==> src/rtl/inst_encoder_pkg.sv <==
// Shared definitions for the RV32I instruction encoder slice.
// Format codes, forced J opcode, entry bundle and immediate-fit helper.
package inst_encoder_pkg;

   localparam int INSTW = 32;

   localparam logic [2:0] FMT_R = 3'd0;
   localparam logic [2:0] FMT_I = 3'd1;
   localparam logic [2:0] FMT_S = 3'd2;
   localparam logic [2:0] FMT_B = 3'd3;
   localparam logic [2:0] FMT_U = 3'd4;
   localparam logic [2:0] FMT_J = 3'd5;

   localparam logic [6:0] OPCODE_J = 7'b1101111;

   typedef struct packed {
      logic [2:0]       fmt;
      logic [6:0]       opcode;
      logic [4:0]       rd;
      logic [4:0]       rs1;
      logic [4:0]       rs2;
      logic [2:0]       funct3;
      logic [6:0]       funct7;
      logic [INSTW-1:0] imm;
   } enc_req_t;

   // True when v is representable as an n-bit two's complement value.
   function automatic logic fits(input logic [31:0] v, input int n);
      logic [31:0] s;
      s = $signed(v) >>> (n - 1);
      return (s == '0) || (s == '1);
   endfunction

endpackage

==> src/rtl/inst_encoder_imm_pack.sv <==
// Combinational RV32I packer: entry fields + semantic immediate -> word.
// Ports: req (entry bundle) in; word (encoded), range_ok (accept) out.
// IMM_RANGE_CHECK_EN: also rejects out-of-range immediates.
module imm_pack
   import inst_encoder_pkg::*;
(
   input  enc_req_t          req,
   output logic [INSTW-1:0]  word,
   output logic              range_ok
);

   logic legal;

   always_comb begin
      word  = '0;
      legal = 1'b1;
      unique case (req.fmt)
         FMT_R: word = {req.funct7, req.rs2, req.rs1,
                        req.funct3, req.rd, req.opcode};
         FMT_I: word = {req.imm[11:0], req.rs1,
                        req.funct3, req.rd, req.opcode};
         FMT_S: word = {req.imm[11:5], req.rs2, req.rs1,
                        req.funct3, req.imm[4:0], req.opcode};
         // B immediate arrives in halfword units.
         FMT_B: word = {req.imm[11], req.imm[9:4], req.rs2,
                        req.rs1, req.funct3, req.imm[3:0],
                        req.imm[10], req.opcode};
         FMT_U: word = {req.imm[31:12], req.rd, req.opcode};
         FMT_J: word = {req.imm[20], req.imm[10:1], req.imm[11],
                        req.imm[19:12], req.rd, OPCODE_J};
         default: legal = 1'b0;
      endcase
   end

`ifdef IMM_RANGE_CHECK_EN
   logic fit;

   always_comb begin
      fit = 1'b1;
      unique case (req.fmt)
         FMT_I, FMT_S, FMT_B: fit = fits(req.imm, 12);
         FMT_U:               fit = (req.imm[11:0] == 12'd0);
         FMT_J:               fit = fits(req.imm, 21) && !req.imm[0];
         default:             fit = 1'b1;
      endcase
   end

   assign range_ok = legal && fit;
`else
   assign range_ok = legal;
`endif

endmodule

==> src/rtl/inst_encoder.sv <==
// Loader-side encoder: streams packed RV32I words into IMEM.
// Ports: clk, rst (async high), start/base_addr, in_* entry handshake,
//  imem_we/addr/wdata write port, busy, done, err, err_addr, count.
// IMM_RANGE_CHECK_EN: reject out-of-range immediates (see imm_pack).
module inst_encoder
   import inst_encoder_pkg::*;
#(
   parameter int AW    = 10,
   parameter int DEPTH = 1024
) (
   input  logic             clk,
   input  logic             rst,
   input  logic             start,
   input  logic [AW-1:0]    base_addr,
   input  logic             in_valid,
   output logic             in_ready,
   input  logic [2:0]       in_fmt,
   input  logic [6:0]       in_opcode,
   input  logic [4:0]       in_rd,
   input  logic [4:0]       in_rs1,
   input  logic [4:0]       in_rs2,
   input  logic [2:0]       in_funct3,
   input  logic [6:0]       in_funct7,
   input  logic [31:0]      in_imm,
   input  logic             in_last,
   output logic             imem_we,
   output logic [AW-1:0]    imem_addr,
   output logic [31:0]      imem_wdata,
   output logic             busy,
   output logic             done,
   output logic             err,
   output logic [AW-1:0]    err_addr,
   output logic [AW:0]      count
);

   localparam logic [1:0] S_IDLE = 2'd0;
   localparam logic [1:0] S_RUN  = 2'd1;
   localparam logic [1:0] S_DONE = 2'd2;

   localparam logic [AW:0] LIM  = (AW+1)'(DEPTH);
   localparam logic [AW:0] LAST = (AW+1)'(DEPTH - 1);

   logic [1:0]    state;
   logic          fin;
   logic [AW-1:0] nxt;
   enc_req_t      req;
   logic [31:0]   word;
   logic          ok;
   logic          acc;

   assign req = '{fmt: in_fmt, opcode: in_opcode, rd: in_rd,
                  rs1: in_rs1, rs2: in_rs2, funct3: in_funct3,
                  funct7: in_funct7, imm: in_imm};

   imm_pack u_pack (
      .req      (req),
      .word     (word),
      .range_ok (ok)
   );

   // fin: end of session decided, closing write still in flight.
   assign in_ready = (state == S_RUN) && !fin;
   assign busy     = (state == S_RUN);
   assign acc      = in_valid && in_ready;

   always_ff @(posedge clk or posedge rst) begin
      if (rst) begin
         state      <= S_IDLE;
         fin        <= 1'b0;
         nxt        <= '0;
         imem_we    <= 1'b0;
         imem_addr  <= '0;
         imem_wdata <= '0;
         done       <= 1'b0;
         err        <= 1'b0;
         err_addr   <= '0;
         count      <= '0;
      end else begin
         imem_we <= 1'b0;
         unique case (state)
            S_IDLE, S_DONE: begin
               if (start) begin
                  state    <= S_RUN;
                  nxt      <= base_addr;
                  count    <= '0;
                  err      <= 1'b0;
                  err_addr <= '0;
                  done     <= 1'b0;
                  fin      <= ({1'b0, base_addr} >= LIM);
               end
            end
            S_RUN: begin
               if (fin) begin
                  state <= S_DONE;
                  done  <= 1'b1;
                  fin   <= 1'b0;
               end else if (acc) begin
                  if (ok) begin
                     imem_we    <= 1'b1;
                     imem_addr  <= nxt;
                     imem_wdata <= word;
                     nxt        <= nxt + 1'b1;
                     count      <= count + 1'b1;
                     if ({1'b0, nxt} == LAST)
                        fin <= 1'b1;
                  end else begin
                     err <= 1'b1;
                     if (!err)
                        err_addr <= nxt;
                  end
                  if (in_last)
                     fin <= 1'b1;
               end
            end
            default: state <= S_IDLE;
         endcase
      end
   end

endmodule

==> config.mk <==
export PLATFORM = sky130hd
export DESIGN_NAME = inst_encoder
export DESIGN_NICKNAME = d
export VERILOG_FILES = /design/src/rtl/inst_encoder_pkg.sv /design/src/rtl/inst_encoder_imm_pack.sv /design/src/rtl/inst_encoder.sv
export SDC_FILE = /design/constraint.sdc
export NUM_CORES = 1
export LEC_CHECK = 0
export ABC_AREA = 1
export CORE_ASPECT_RATIO = 2
export CORE_MARGIN = 2
export CORE_UTILIZATION = 53
export DETAILED_ROUTE_END_ITERATION = 12
export DONT_BUFFER_PORTS = 1
export MAX_ROUTING_LAYER = met4
export PLACE_DENSITY = 0.68
export SYNTH_ARGS = -nofsm -noshare
export SYNTH_HDL_FRONTEND = slang
export SYNTH_SLANG_ARGS = --single-unit
==> constraint.sdc <==
create_clock -name clk -period 6.68 [get_ports clk]
set_input_delay 0.334 -clock clk [delete_from_list [all_inputs] [get_ports clk]]
set_output_delay 0.334 -clock clk [all_outputs]
set_load 0.01 [all_outputs]
### Word-level counts from Yosys, hierarchy flattened

Cells that the tools add are included.

* equal/unequal tests: 15
* add/subtract/negate cells: 2
* reductions and logical operators: 15
* multiplexer cells: 38
* bitwise operators: 1

Operator list (number)
* case mux 32 bit (6 select lines): 1
* 2-to-1 mux 10 bit: 9
* 2-to-1 mux 11 bit: 4
* case mux 10 bit (2 select lines): 2
* case mux 11 bit (2 select lines): 1
* 2-to-1 mux 1 bit: 15
* adder 11 x 1 -> 11 bit, second input constant: 1
* adder 10 x 1 -> 10 bit, second input constant: 1
* equality test 10 bit, second input constant: 1
* AND reduction 5 bit: 2
* inequality test 2 bit, second input constant: 4
* equality test 3 x 2 -> 1 bit, second input constant: 2
* equality test 3 bit, second input constant: 2
* inequality test 2 x 1 -> 1 bit, second input constant: 3
* case mux 1 bit (2 select lines): 3
* AND reduction 6 bit: 1
* OR reduction 6 bit: 1
* 2-to-1 mux 2 bit: 2
* case mux 2 bit (2 select lines): 1
* AND reduction 2 bit: 2
* AND reduction 4 bit: 1
* equality test 3 x 1 -> 1 bit, second input constant: 1
* logical NOT 3 bit: 1
* AND reduction 3 bit: 1
* other kinds (8): 9

* bits of input ports: 82
* flip-flop bits (word level): 79
* logic and storage cells: 81

### Longest topological paths before layout

* depth in word-level cells: 8
* depth in mapped cells: 10
* depth with buffers taken out: 9

### Hierarchy

Synthesis repeated with hierarchy kept, for this count alone.

* cells, all modules: 594
* area, all modules: 4513.1 sq um

Modules (own cells, without submodules)
* inst_encoder: cells each 457, seq. area each 1976.9 sq um, instances 1, area each 3823.7 sq um
* imm_pack: cells each 137, seq. area each 0.0 sq um, instances 1, area each 689.4 sq um

### Worst setup path after synthesis

Ideal clock, no wire load.

* path type: flip-flop to flip-flop
* start point: reg state[1]
* end point: reg imem_addr[3]
* arrival: 1.254 ns
* slack: 5.303 ns
* stages on the path, launching flop included: 10
* library setup time: 0.123 ns
* data required time: 6.557 ns
* path through: dfrtp_1 > inv_2 > nand2_2 > nor2_4 > nand2_2 > nor2_4 > inv_2 > buf_2 > nand2_1 > o21ai_1

* cells in the longest elaborated chain, start to end: 4

RTL lines
* from (decl): line inst_encoder.sv:43 `logic [1:0] state;`
* from (signal assigned): line inst_encoder.sv:68 `state <= S_IDLE;`
* from (signal assigned): line inst_encoder.sv:83 `state <= S_RUN;`
* from (signal assigned): line inst_encoder.sv:94 `state <= S_DONE;`
* equality test 2 x 1 -> 1 bit: line inst_encoder.sv:62 `assign in_ready = (state == S_RUN) && !fin;`
* logical AND 1 bit: line inst_encoder.sv:62
* net in_ready: line inst_encoder.sv:16 `output logic in_ready,`
* logical AND 1 bit: line inst_encoder.sv:64 `assign acc = in_valid && in_ready;`
* AND reduction 4 bit (no source line)
* to (signal assigned): line inst_encoder.sv:100 `imem_addr <= nxt;`
* to (decl): line inst_encoder.sv:27 `output logic [AW-1:0] imem_addr,`

The timed path passes the listed nets, and every way through them passes these cells.
A chain may end at the register's enable or synchronous reset.

### Worst setup path in the final report

* start point: reg state[1]
* end point: reg imem_addr[5]

Same word-level chain as after synthesis.

==> summary.txt <==
Min path
  – Type of the most critical hold path: input port to flip-flop

Synth
  – Proportion of netlist area held by the largest area contributor: 0.480
  – Avg Synthesized Cell Area: around 7.4 um2
  – Main flop type after synthesis: sky130_fd_sc_hd__dfrtp_1
  – Number of warnings issued by yosys: 0
  – Dominant cell type by area after synthesis: sky130_fd_sc_hd__dfrtp_1
  – Post-synthesis sequential element count: 79
  – Async set-or-reset flop fraction in the synthesized netlist: 1.00
  – Summed instance area of the synthesized netlist: 0.00412 mm2
  – Sequential element share of the synthesized area: 0.480
  – Number of nets produced by synthesis: around 640
  – Number of synthesized flops with an enable pin: 0
  – Count of distinct cell types in the synthesized netlist: 27
  – Leading post-synthesis cells by cell area: sky130_fd_sc_hd__dfrtp_1 48%, sky130_fd_sc_hd__nand2_1 22%, sky130_fd_sc_hd__nand3_1 5.8%
  – Cells after synthesis: 560

Clocking
  – Clock network latency to the later pin of the worst-skew pair: around 0.34 ns
  – Number of CTS-inserted buffers: 9
  – Hold buffer count at cts: 0
  – Number of buffers added for setup after CTS: 0
  – Clock tree from TritonCTS: yes
  – TritonCTS Sinks: between 70 and 80
  – H-tree lvl count: 3
  – Buffer cell driving the clock tree root: sky130_fd_sc_hd__clkbuf_16
  – Clock-pin transition on the worst setup and hold timing paths: about 0.060 ns
  – Worst-case clock buffer depth: 2
  – CTS-repair resized insts: 0

Setup path
  – Register-to-register setup slack: a little over 4 ns
  – Endpoint type of the worst setup path: flip-flop
  – Worst EP arrival: 2.78 ns
  – Depth of the worst register-to-register path: 8
  – Required time of the critical path: roughly 6.9 ns
  – Worst reg2reg endpoint: imem_addr[5]
  – Critical Path Sink: imem_addr[5]
  – Highest net fanout along the worst path: 44
  – Critical Path Source: state[1]
  – Source of the worst register-to-register timing path: state[1]
  – Critical path launch point type: flip-flop
  – Critical path type: flip-flop to flip-flop

Drt
  – Vias per cell: about 5.5
  – Number of nets with antenna violations after routing: 0
  – # DRC: 0
  – Violation count after the first detailed-routing iteration: between 200 and 300
  – Routed length per placed instance: between 15 and 20 um
  – Vias after detailed routing: ~3,600
  – Routed wire length: 10,400 um
  – First-pass DRT Iterations: 4

Final layout
  – Commonest cells after routing, fill and taps aside: 243 x sky130_fd_sc_hd__nand2_1, 79 x sky130_fd_sc_hd__dfrtp_1, 48 x sky130_fd_sc_hd__nand3_1, 37 x sky130_fd_sc_hd__nor2_1, 34 x sky130_fd_sc_hd__inv_1
  – Most common library cell in the layout ignoring fill and taps: sky130_fd_sc_hd__nand2_1
  – Non-filler cells, final: about 650
  – Area delta synth->final: 9.73%
  – Filler cell count in the final layout: 714
  – Utilization after layout: 0.599
  – Share of cells above drive strength 1: 0.0626
  – N_diodes: 0
  – Number of nets in the final layout: 639

Power
  – Leakage: around 0.0023 uW
  – IR Drop Worst-Case VDD: 0.000310 V
  – Power Density: 482 mW/mm2
  – Post-route total power: roughly 2200 uW

Timing
  – Final-report max-slew violation count: 0
  – Worst Tran Pin Value: a little under 1 ns
  – Number of setup violations in the final report: 0
  – Period Utilization, post-route: 0.386
  – Endpoints failing hold: 0
  – Unrepaired setup endpoints after global routing: false
  – Sum of negative setup slack: 0 ns
  – Final clock skew: around 0.0066 ns
  – Worst Setup Slack, final: approximately 4.1 ns
  – Peak Freq: between 300 and 400 MHz
  – Min Clock Period, post-route: between 2 and 3 ns
  – Relative max-transition margin: 0.341

Global routing
  – Antenna violations before repair: 0
  – Pin count of the biggest net entering global routing: 80
  – Number of global-route vias before repair: between 3,000 and 4,000
  – GRT Resource Usage Total: 0.268
  – Wire length of the first global-routing pass: 16,700 um
  – Grt total ovfl: 0

Outcome
  – Outcome: finished clean

Run
  – Maximum capacitance violations: 0

Floorplan
  – Overall die area: roughly 0.0085 mm2
  – Die Y-Extent: roughly 130 um
  – Effective utilization at floorplan: 0.546
  – Area of the core region: around 0.0075 mm2
  – DIE WIDTH: 66.3 um
  – Ports: 150
  – Row Count: 45

Placement
  – Port Buffer Count: 0
  – Total instance count after detailed placement: approximately 640
  – Total half-perimeter wirelength after legalization and detailed placement: 7810 um
  – Setup slack at placement: 4.07 ns
  – GP Congestion: about 0.78
[where the power goes]
part,internal [uW],switching [uW]
Combinational,213,455
Sequential,676,241
Clock,400,191
Total,1290,887
[flip-flops by register name, indices dropped and copies added (netlist names)]
name        flops
err             1
imem_wdata     32
state           2
nxt            10
imem_addr      10
done            1
imem_we         1
err_addr       10
fin             1
count          11
[Yosys cell counts, types with 8 or more instances]
cell / count
sky130_fd_sc_hd__nand2_1: 243
sky130_fd_sc_hd__dfrtp_1: 79
sky130_fd_sc_hd__nand3_1: 48
sky130_fd_sc_hd__nor2_1: 37
sky130_fd_sc_hd__inv_1: 35
sky130_fd_sc_hd__o21ai_1: 19
sky130_fd_sc_hd__o21ai_0: 16
sky130_fd_sc_hd__buf_2: 14
sky130_fd_sc_hd__nand4_1: 12
sky130_fd_sc_hd__o211ai_1: 10
sky130_fd_sc_hd__o21a_1: 8
[worst min path at each step]
stage	cells past startpoint	slack [ns]	from	end
after floorplan	1	0.43	start	state[1]
after global placement	1	0.44	start	state[1]
after detailed placement	1	0.45	start	state[1]
after CTS	1	0.09	start	state[1]
after global routing	1	0.10	start	state[1]
final	1	0.1	start	state[1]
[area by class of cell]
class | count | area, um2 | area share
sequential | 79 | 1980 | 0.438
timing repair buffer | 3 | 22.5 | 0.00499
clock inverter | 6 | 134 | 0.0296
multi-input combinational | 421 | 1890 | 0.417
clock buffer | 9 | 225 | 0.0499
tap | 94 | 118 | 0.0260
inverter | 41 | 155 | 0.0343
[cell families (layout without fill, tap and decap cells)]
logic type / count (synthesis) / after routing / share of synthesized area
flops: 79 / 79 / 0.480
compound gates: 64 / 64 / 0.0921
buf+inv: 60 / 59 / 0.0617
fa+ha+maj: 2 / 2 / 0.00608
xor+xnor: 1 / 1 / 0.00213
simple gates: 354 / 354 / 0.358
[worst max-delay path, stage by stage, from the launching register on]
cell and delay [ns]:
sky130_fd_sc_hd__dfrtp_1 0.41, sky130_fd_sc_hd__inv_2 0.08, sky130_fd_sc_hd__nand2_2 0.27, sky130_fd_sc_hd__nor2_4 0.24, sky130_fd_sc_hd__nand2_2 0.08, sky130_fd_sc_hd__nor2_4 0.60, sky130_fd_sc_hd__inv_2 0.51, sky130_fd_sc_hd__nand2_1 0.16
sky130_fd_sc_hd__o21ai_1 0.07
[stage by stage]
step           area, um2  hold slack, ns
2_1_floorplan       4120           0.429
3_3_place_gp        4160           0.440
3_5_place_dp        4160           0.449
4_1_cts             4520          0.0929
5_1_grt             4520           0.100
6_report            4520          0.0952
[metal layers]
layer | wire length [um] | global-route usage
met2 | 5760 | 0.472
met3 | 713 | 0.0691
met4 | 314 | 0.121
met5 | 0 | -
met1 | 3650 | 0.271
Power figures use the tool's default switching activity.
